==> config.mk <==
export PLATFORM = sky130hd
export DESIGN_NAME = idct_mac_engine
export DESIGN_NICKNAME = d
export VERILOG_FILES = /design/src/rtl/idct_pkg.sv /design/src/rtl/idct_coef_rom.sv /design/src/rtl/idct_mac_engine.sv
export SDC_FILE = /design/constraint.sdc
export NUM_CORES = 2
export LEC_CHECK = 0
export ABC_AREA = 1
export CORE_ASPECT_RATIO = 1.5
export CORE_UTILIZATION = 35
export CTS_CLUSTER_DIAMETER = 30
export DETAILED_ROUTE_END_ITERATION = 6
export PLACE_DENSITY = 0.57
export SETUP_SLACK_MARGIN = 0.05
export SLEW_MARGIN = 20
export SYNTH_ARGS = -nofsm -noshare
export SYNTH_HDL_FRONTEND = slang
export SYNTH_HIERARCHICAL = 1
export SYNTH_SLANG_ARGS = --single-unit
export TNS_END_PERCENT = 100
==> constraint.sdc <==
create_clock -name clk_i -period 9.24 [get_ports clk_i]
set_input_delay 2.772 -clock clk_i [delete_from_list [all_inputs] [get_ports clk_i]]
set_output_delay 2.772 -clock clk_i [all_outputs]
set_load 0.05 [all_outputs]
==> src/rtl/idct_pkg.sv <==
// idct_pkg: shared FSM state type, transform size and 12-bit-scaled 8-point DCT basis T[k][n]
package idct_pkg;
   typedef enum logic [1:0] {IDLE, LOAD, COMPUTE, OUTPUT} state_e;
   localparam int N = 8;
   localparam int T [N][N] = '{
      '{1448,  1448,  1448,  1448,  1448,  1448,  1448,  1448},
      '{2008,  1702,  1137,   399,  -399, -1137, -1702, -2008},
      '{1892,   783,  -783, -1892, -1892,  -783,   783,  1892},
      '{1702,  -399, -2008, -1137,  1137,  2008,   399, -1702},
      '{1448, -1448, -1448,  1448,  1448, -1448, -1448,  1448},
      '{1137, -2008,   399,  1702, -1702,  -399,  2008, -1137},
      '{ 783, -1892,  1892,  -783,  -783,  1892, -1892,   783},
      '{ 399, -1137,  1702, -2008,  2008, -1702,  1137,  -399}
   };
endpackage

==> src/rtl/idct_coef_rom.sv <==
// idct_coef_rom: combinational coefficient lookup for one MAC lane
//   mode_i  : 0 = inverse (coef T[step][idx]), 1 = forward (coef T[idx][step])
//   idx_i   : output index the lane is producing
//   step_i  : sample index being accumulated this cycle
//   coef_o  : signed 13-bit coefficient
module idct_coef_rom import idct_pkg::*; (
   input  logic              mode_i,
   input  logic [2:0]        idx_i,
   input  logic [2:0]        step_i,
   output logic signed [12:0] coef_o
);
   assign coef_o = 13'(mode_i ? T[idx_i][step_i] : T[step_i][idx_i]);
endmodule

==> src/rtl/idct_mac_engine.sv <==
// idct_mac_engine: 8-point DCT/IDCT using NUM_MAC parallel multiply-accumulate lanes
//   clk_i, rst_ni            : clock, asynchronous active-low reset
//   start_i, mode_i          : begin a transform (IDLE only); 0 = inverse, 1 = forward
//   in_valid_i/in_ready_o    : sample handshake, in_data_i signed DATA_W sample
//   out_valid_o/out_ready_i  : result handshake, out_data_o signed OUT_W, out_index_o 0..7
//   busy_o                   : high whenever not IDLE
module idct_mac_engine import idct_pkg::*; #(
   parameter int DATA_W  = 16,
   parameter int OUT_W   = 16,
   parameter int SHIFT   = 8,
   parameter int NUM_MAC = 2
) (
   input  logic              clk_i,
   input  logic              rst_ni,
   input  logic              start_i,
   input  logic              mode_i,
   input  logic              in_valid_i,
   output logic              in_ready_o,
   input  logic [DATA_W-1:0] in_data_i,
   output logic              out_valid_o,
   input  logic              out_ready_i,
   output logic [OUT_W-1:0]  out_data_o,
   output logic [2:0]        out_index_o,
   output logic              busy_o
);
   localparam int ACC_W = DATA_W + 16;
   localparam int PASSES = N / NUM_MAC;
   localparam logic signed [ACC_W-1:0] ZERO = '0;
   localparam logic signed [ACC_W-1:0] RND = ACC_W'(2 ** (SHIFT - 1));
   localparam logic signed [ACC_W-1:0] MAXV = ACC_W'(2 ** (OUT_W - 1) - 1);
   localparam logic signed [ACC_W-1:0] MINV = ~MAXV;
   if (NUM_MAC != 1 && NUM_MAC != 2 && NUM_MAC != 4 && NUM_MAC != 8) begin : g_bad_num_mac
      $error("idct_mac_engine: NUM_MAC must be 1, 2, 4 or 8");
   end
   state_e state_q, state_d;
   logic mode_q, mode_d;
   logic [2:0] cnt_q, cnt_d, pass_q, pass_d;
   logic signed [DATA_W-1:0] x_q [N], x_d [N];
   logic signed [ACC_W-1:0] acc_q [NUM_MAC], acc_d [NUM_MAC], sum_w [NUM_MAC], rnd_w [NUM_MAC];
   logic signed [OUT_W-1:0] res_q [N], res_d [N], sat_w [NUM_MAC];
   logic signed [12:0] coef_w [NUM_MAC];
   for (genvar l = 0; l < NUM_MAC; l++) begin : g_lane
      idct_coef_rom u_rom (
         .mode_i (mode_q),
         .idx_i  (3'(pass_q * NUM_MAC + l)),
         .step_i (cnt_q),
         .coef_o (coef_w[l])
      );
      // step 0 restarts the accumulation, so no separate clear cycle is needed between passes
      assign sum_w[l] = (cnt_q == 3'd0 ? ZERO : acc_q[l]) + ACC_W'(coef_w[l]) * ACC_W'(x_q[cnt_q]);
      assign rnd_w[l] = (sum_w[l] + RND) >>> SHIFT;
      assign sat_w[l] = rnd_w[l] > MAXV ? OUT_W'(MAXV) : (rnd_w[l] < MINV ? OUT_W'(MINV) : OUT_W'(rnd_w[l]));
   end
   always_comb begin
      state_d = state_q;
      mode_d = mode_q;
      cnt_d = cnt_q;
      pass_d = pass_q;
      x_d = x_q;
      acc_d = acc_q;
      res_d = res_q;
      case (state_q)
         IDLE: if (start_i) begin
            state_d = LOAD;
            mode_d = mode_i;
            cnt_d = '0;
         end
         LOAD: if (in_valid_i) begin
            x_d[cnt_q] = $signed(in_data_i);
            cnt_d = cnt_q + 3'd1;
            if (cnt_q == 3'd7) begin
               state_d = COMPUTE;
               pass_d = '0;
            end
         end
         COMPUTE: begin
            cnt_d = cnt_q + 3'd1;
            acc_d = sum_w;
            if (cnt_q == 3'd7) begin
               for (int l = 0; l < NUM_MAC; l++) res_d[3'(pass_q * NUM_MAC + l)] = sat_w[l];
               pass_d = pass_q + 3'd1;
               if (pass_q == 3'(PASSES - 1)) state_d = OUTPUT;
            end
         end
         OUTPUT: if (out_ready_i) begin
            cnt_d = cnt_q + 3'd1;
            if (cnt_q == 3'd7) state_d = IDLE;
         end
         default: state_d = IDLE;
      endcase
   end
   always_ff @(posedge clk_i or negedge rst_ni) begin
      if (!rst_ni) begin
         state_q <= IDLE;
         mode_q <= 1'b0;
         cnt_q <= '0;
         pass_q <= '0;
         x_q <= '{default: '0};
         acc_q <= '{default: '0};
         res_q <= '{default: '0};
      end else begin
         state_q <= state_d;
         mode_q <= mode_d;
         cnt_q <= cnt_d;
         pass_q <= pass_d;
         x_q <= x_d;
         acc_q <= acc_d;
         res_q <= res_d;
      end
   end
   assign in_ready_o = state_q == LOAD;
   assign out_valid_o = state_q == OUTPUT;
   assign busy_o = state_q != IDLE;
   assign out_data_o = out_valid_o ? res_q[cnt_q] : '0;
   assign out_index_o = out_valid_o ? cnt_q : '0;
endmodule
# Yosys cells after proc, flatten, opt, wreduce, memory -nomap -nowiden
# Memory sizes are Yosys's and may differ from the RTL's.
# Cells that the tools add are included.
# op_classes
n_mul	2
magnitude_cmp	10
add_sub_neg	7
bitwise_logic	3
n_eq_ne	12
reduce_logical	13
mux	59
# ops
operator	count
$mux W256	6
$bmux W32 S3	4
$bwmux W128	3
$mux W16	12
$demux W16 S3	3
$mux W13	10
$bmux W16 S3	2
$add A32 B29 Y32	2
$add A32 B9 Y32 const B	2
$mux W32	2
$mul A13 B16 Y29	2
$gt A24 B16 Y1 const B	2
$lt A24 B16 Y1 const B	2
$mux W3	7
$mux W2	7
$ge A4 B4 Y1 const B	3
$lt A4 B1 Y1 const B	3
$not A3 Y4	3
$pmux W3 S4	1
$add A3 B1 Y3 const B	3
$ne A2 B2 Y1 const B	4
$pmux W2 S4	1
$reduce_and A7 Y1	1
$ne A2 B1 Y1 const B	3
12 further kinds	18
# word_totals
ff_bits	329
inputBits	22
mem_bits_ro	6144
output_inout_bits	22
memories	3
elab_cells	131
# mem_list
memory	words	word_bits	rd	rd_clocked_by_memory_dff	write_ports	line_no	rtl
(no name shown)	8	256	1	0	0	idct_coef_rom.sv:12	assign coef_o = 13'(mode_i ? T[idx_i][step_i] : T[step_i][idx_i]);
(no name shown)	8	256	1	0	0	idct_coef_rom.sv:12	
(no name shown)	8	256	1	0	0	idct_coef_rom.sv:12	

# Depth between registers and ports, before layout
# logic_depth
ltp_word	16
mapped_depth	55
ltp_nobuf	51

# By module
# The synthesis kept the hierarchy.
# modules_own_cells
mod	cells_per_inst	seq_area_each_um2	area_each_um2	instances
idct_mac_engine	4928	8232.9	37617.3	1
idct_coef_rom (g_lane[0].u_rom)	594	0.0	2751.4	1
idct_coef_rom (g_lane[1].u_rom)	566	0.0	2697.6	1

# Worst setup path after synthesis
# No wires, ideal clock.
# synth_path
kind	register -> register
start	register cnt_q[0]
end	register res_q[108] (netlist name)
slack_ps	834
period_less_slack_ps	8406
stages_incl_launch_ff	48
t_arrival_ps	8293
required_ps	9127
setup_ps	113
cell_sequence	dfrtp_1 > buf_4 > inv_4 > buf_2 > ha_1 > inv_1 > nand2_1 > nand2_1 > o21ai_1 > nand2_1 > nand2_1 > nor2_1 > nor2_1 > inv_1 > nor2_1 > inv_1 > fa_1 > inv_1 > [12 not listed] > nand3_1 > nand4_1 > nand2_1 > nor2_1 > nand2_1 > nor2_1 > nand2_1 > nand2_1 > nand2_1 > inv_1 > nand3_1 > nor2_1 > nand4_1 > nand2_2 > buf_6 > nand3_1 > nand2_1 > inv_1
# synth_lines
item	line_no	rtl
start, declared	idct_mac_engine.sv:37	logic [2:0] cnt_q, cnt_d, pass_q, pass_d;
start signal, assigned	idct_mac_engine.sv:104	cnt_q <= cnt_d;
end signal, assigned	idct_mac_engine.sv:108	res_q <= res_d;
end, declared	idct_mac_engine.sv:40	logic signed [OUT_W-1:0] res_q [N], res_d [N], sat_w [NUM_MAC];

==> impl_metrics.env <==
export IMPL_final_hold_violation_count=0
export IMPL_io_buffers=43
export IMPL_crit_reg2reg_launch="cnt_q[0]"
export IMPL_ys_warn_count=6
export IMPL_required_ns=9.82
export IMPL_antenna_found_initial=0
export IMPL_slew_limit_headroom_pct=29.0
export IMPL_status="finished, final reports clean"
export IMPL_numCtsBuffers=55
export IMPL_synth_edf_count=0
export IMPL_seq_area_frac_synth_pct=19.1
export IMPL_min_path_cells=2
export IMPL_grt_use_total_pct=24.5
export IMPL_synth_common_cells="nand2_1 (1769), inv_1 (1190), nor2_1 (628)"
export IMPL_synth_top_area_cell="fa_1"
export IMPL_post_route_period_util_pct=95.9
export IMPL_crit_slowest_cell="fa_2"
export IMPL_cts_tree="yes"
export IMPL_start_kind="register"
export IMPL_hold_slack_ns=0.480
export IMPL_finalMaxSlewViolations=0
export IMPL_viasPerCell=5.03
export IMPL_finalCriticalPeriod_ns=8.86
export IMPL_synthCells=6088
export IMPL_crit_top_cell="nand2_1"
export IMPL_die_area_sq_mm=0.124
export IMPL_synth_seq_cells=329
export IMPL_cts_clk_slew_worst_paths_ns=0.06
export IMPL_area_delta_synth_final_pct=15.2
export IMPL_fin_nets=7033
export IMPL_crit_start="cnt_q[0]"
export IMPL_core_sq_mm=0.122
export IMPL_clock_sinks=329
export IMPL_fp_dieH_microns=432
export IMPL_drv_cap=0
export IMPL_grt_pass1_vias=41300
export IMPL_fin_area_sq_mm=0.0496
export IMPL_drtIter0Drc=2480
export IMPL_fillers=12700
export IMPL_cp_num_cells=45
export IMPL_rsz0062_at_grt="yes"
export IMPL_worst_clock_skew_ns=0.0546
export IMPL_initial_core_util_pct=35.3
export IMPL_dp_hpwl_microns=120000
export IMPL_seq_area_sq_mm=0.00824
export IMPL_multi_input_area_sq_mm=0.0299
export IMPL_synthTopCellsByArea="fa_1 (23%), dfrtp_1 (19%), nand2_1 (15%)"
export IMPL_cts_root_buffer="clkbuf_16"
export IMPL_synth_cell_type_count=59
export IMPL_clock_path_buffers=3
export IMPL_place_area_sq_mm=0.0467
export IMPL_firstDrtPassIters=6
export IMPL_yosysMostFrequentCell="nand2_1"
export IMPL_htree_num_levels=2
export IMPL_crit_path_end_kind="register"
export IMPL_routedWlPerCell_microns=19.2
export IMPL_remaining_drc_errors=0
export IMPL_clkLatencyLatePin_ns=0.64
export IMPL_slowest_delay_ns=0.60
export IMPL_dr_total_vias=39700
export IMPL_drive_above_1_share_pct=12.1
export IMPL_syn_area_per_cell_sq_um=7.07
export IMPL_fin_setup_tns_ns=0
export IMPL_critPathBufInv=11
export IMPL_grt_pass1_wl_microns=236000
export IMPL_hold_class="register to register"
export IMPL_syn_cell_area_sq_mm=0.0431
export IMPL_crit_family="adder cells"
export IMPL_dieWidth_microns=288
export IMPL_drt_total_wl_microns=152000
export IMPL_ctsHoldBuffers=0
export IMPL_critPathKind="register to register"
export IMPL_reg2reg_depth=45
export IMPL_ant_nets=0
export IMPL_synthFlopType="dfrtp_1"
export IMPL_overflow=0
export IMPL_pin_count=44
export IMPL_async_flop_share_pct=100
export IMPL_rows=157
export IMPL_arrival_ns=9.45
export IMPL_setup_viol=0
export IMPL_post_synth_top_area_fraction_pct=22.9
export IMPL_grt_max_degree=151
export IMPL_fmax_ghz=0.113
export IMPL_worst_slew_pin_slew_ns=1.06
export IMPL_worstHoldStart="acc_q[6]"
export IMPL_gp_congestion=0.997
export IMPL_crit_path_max_fanout=5
export IMPL_diodes=0
final cells by class:
cell class	instances	area share, %
Inverter	1227	9.38
Tap cell	1590	4.01
Timing Repair Buffer	324	5.91
Clock buffer	63	2.89
Sequential cell	329	16.6
Multi-Input combinational cell	4333	60.2
Clock inverter	41	1.01
layer usage:
| layer | part of all wire (%) | track usage [%] | wire (microns) |
|---|---|---|---|
| met1 | 37 | 27.1 | 56200 |
| met2 | 52 | 45.6 | 79600 |
| met3 | 4.0 | 1.81 | 6100 |
| met4 | 6.4 | 14.0 | 9710 |
| met5 | 0 | 0 | 0 |
cells in the final DEF, fill, tap and decap left out, drive strengths merged, types with 19 or more instances in the layout:
master / n
buf: 281
a221oi: 38
o21ai: 312
fa: 492
nand3: 318
a21oi: 98
clkbuf: 64
ha: 249
conb: 19
nand2: 1837
nand4: 67
nor2: 660
clkinvlp: 19
or2: 51
xnor2: 21
inv: 1219
xor2: 45
clkdlybuf4s50: 42
dfrtp: 329
clkinv: 24
sequential cells by signal (all words and copies together) (netlist names):
name,cells
res_q,128
cnt_q,3
pass_q,3
acc_q,64
state_q,2
mode_q,1
x_q,128
final timing paths:
check                      slack (ns)   endpoint
min                              0.48   acc_q[6]
max reg2reg                      0.38  res_q[49]
min in group asynchronous        2.09   acc_q[8]
max in group asynchronous        5.62   cnt_q[2]
min reg2reg                      0.48   acc_q[6]
max                              0.38  res_q[49]
what timing repair did:
action                     in CTS  in global routing
gates resized for setup        14                206
setup endpoints to repair      73                128
pin swaps                       1                 15
cloned                          0                  2
setup buffers                   8                 22
through the flow:
step | setup WS, ns | utilization, % | cells
after global routing | 0.0171 | 40.7 | 7907
after detailed placement | -0.177 | 38.3 | 7771
after global placement | -0.243 | 38.3 | 7771
after floorplan | 0.834 | - | 6105
final | 0.376 | 40.7 | 7907
after CTS | 0.0456 | 39.9 | 7883
tightest hold or removal path, stage by stage (launching register included):
cell     delay (ns)
dfrtp_1        0.34
nand2_1        0.05
o21ai_0        0.06
kinds of logic (layout without fill, tap and decap cells):
group / Yosys count / after routing / synth area share (%)
AO/OA/AOI/OAI: 533 / 533 / 7.11
AND/OR/NAND/NOR: 2973 / 2974 / 29.0
XOR/XNOR: 66 / 66 / 1.45
flip-flops: 329 / 329 / 19.1
adder cells (fa/ha/maj): 741 / 741 / 30.1
other: 2 / 19 / 0.0174
buffers and inverters: 1444 / 1655 / 13.2
Power is not shown: default switching activity piles up to over one toggle a cycle in this logic, so the estimate is an artifact.
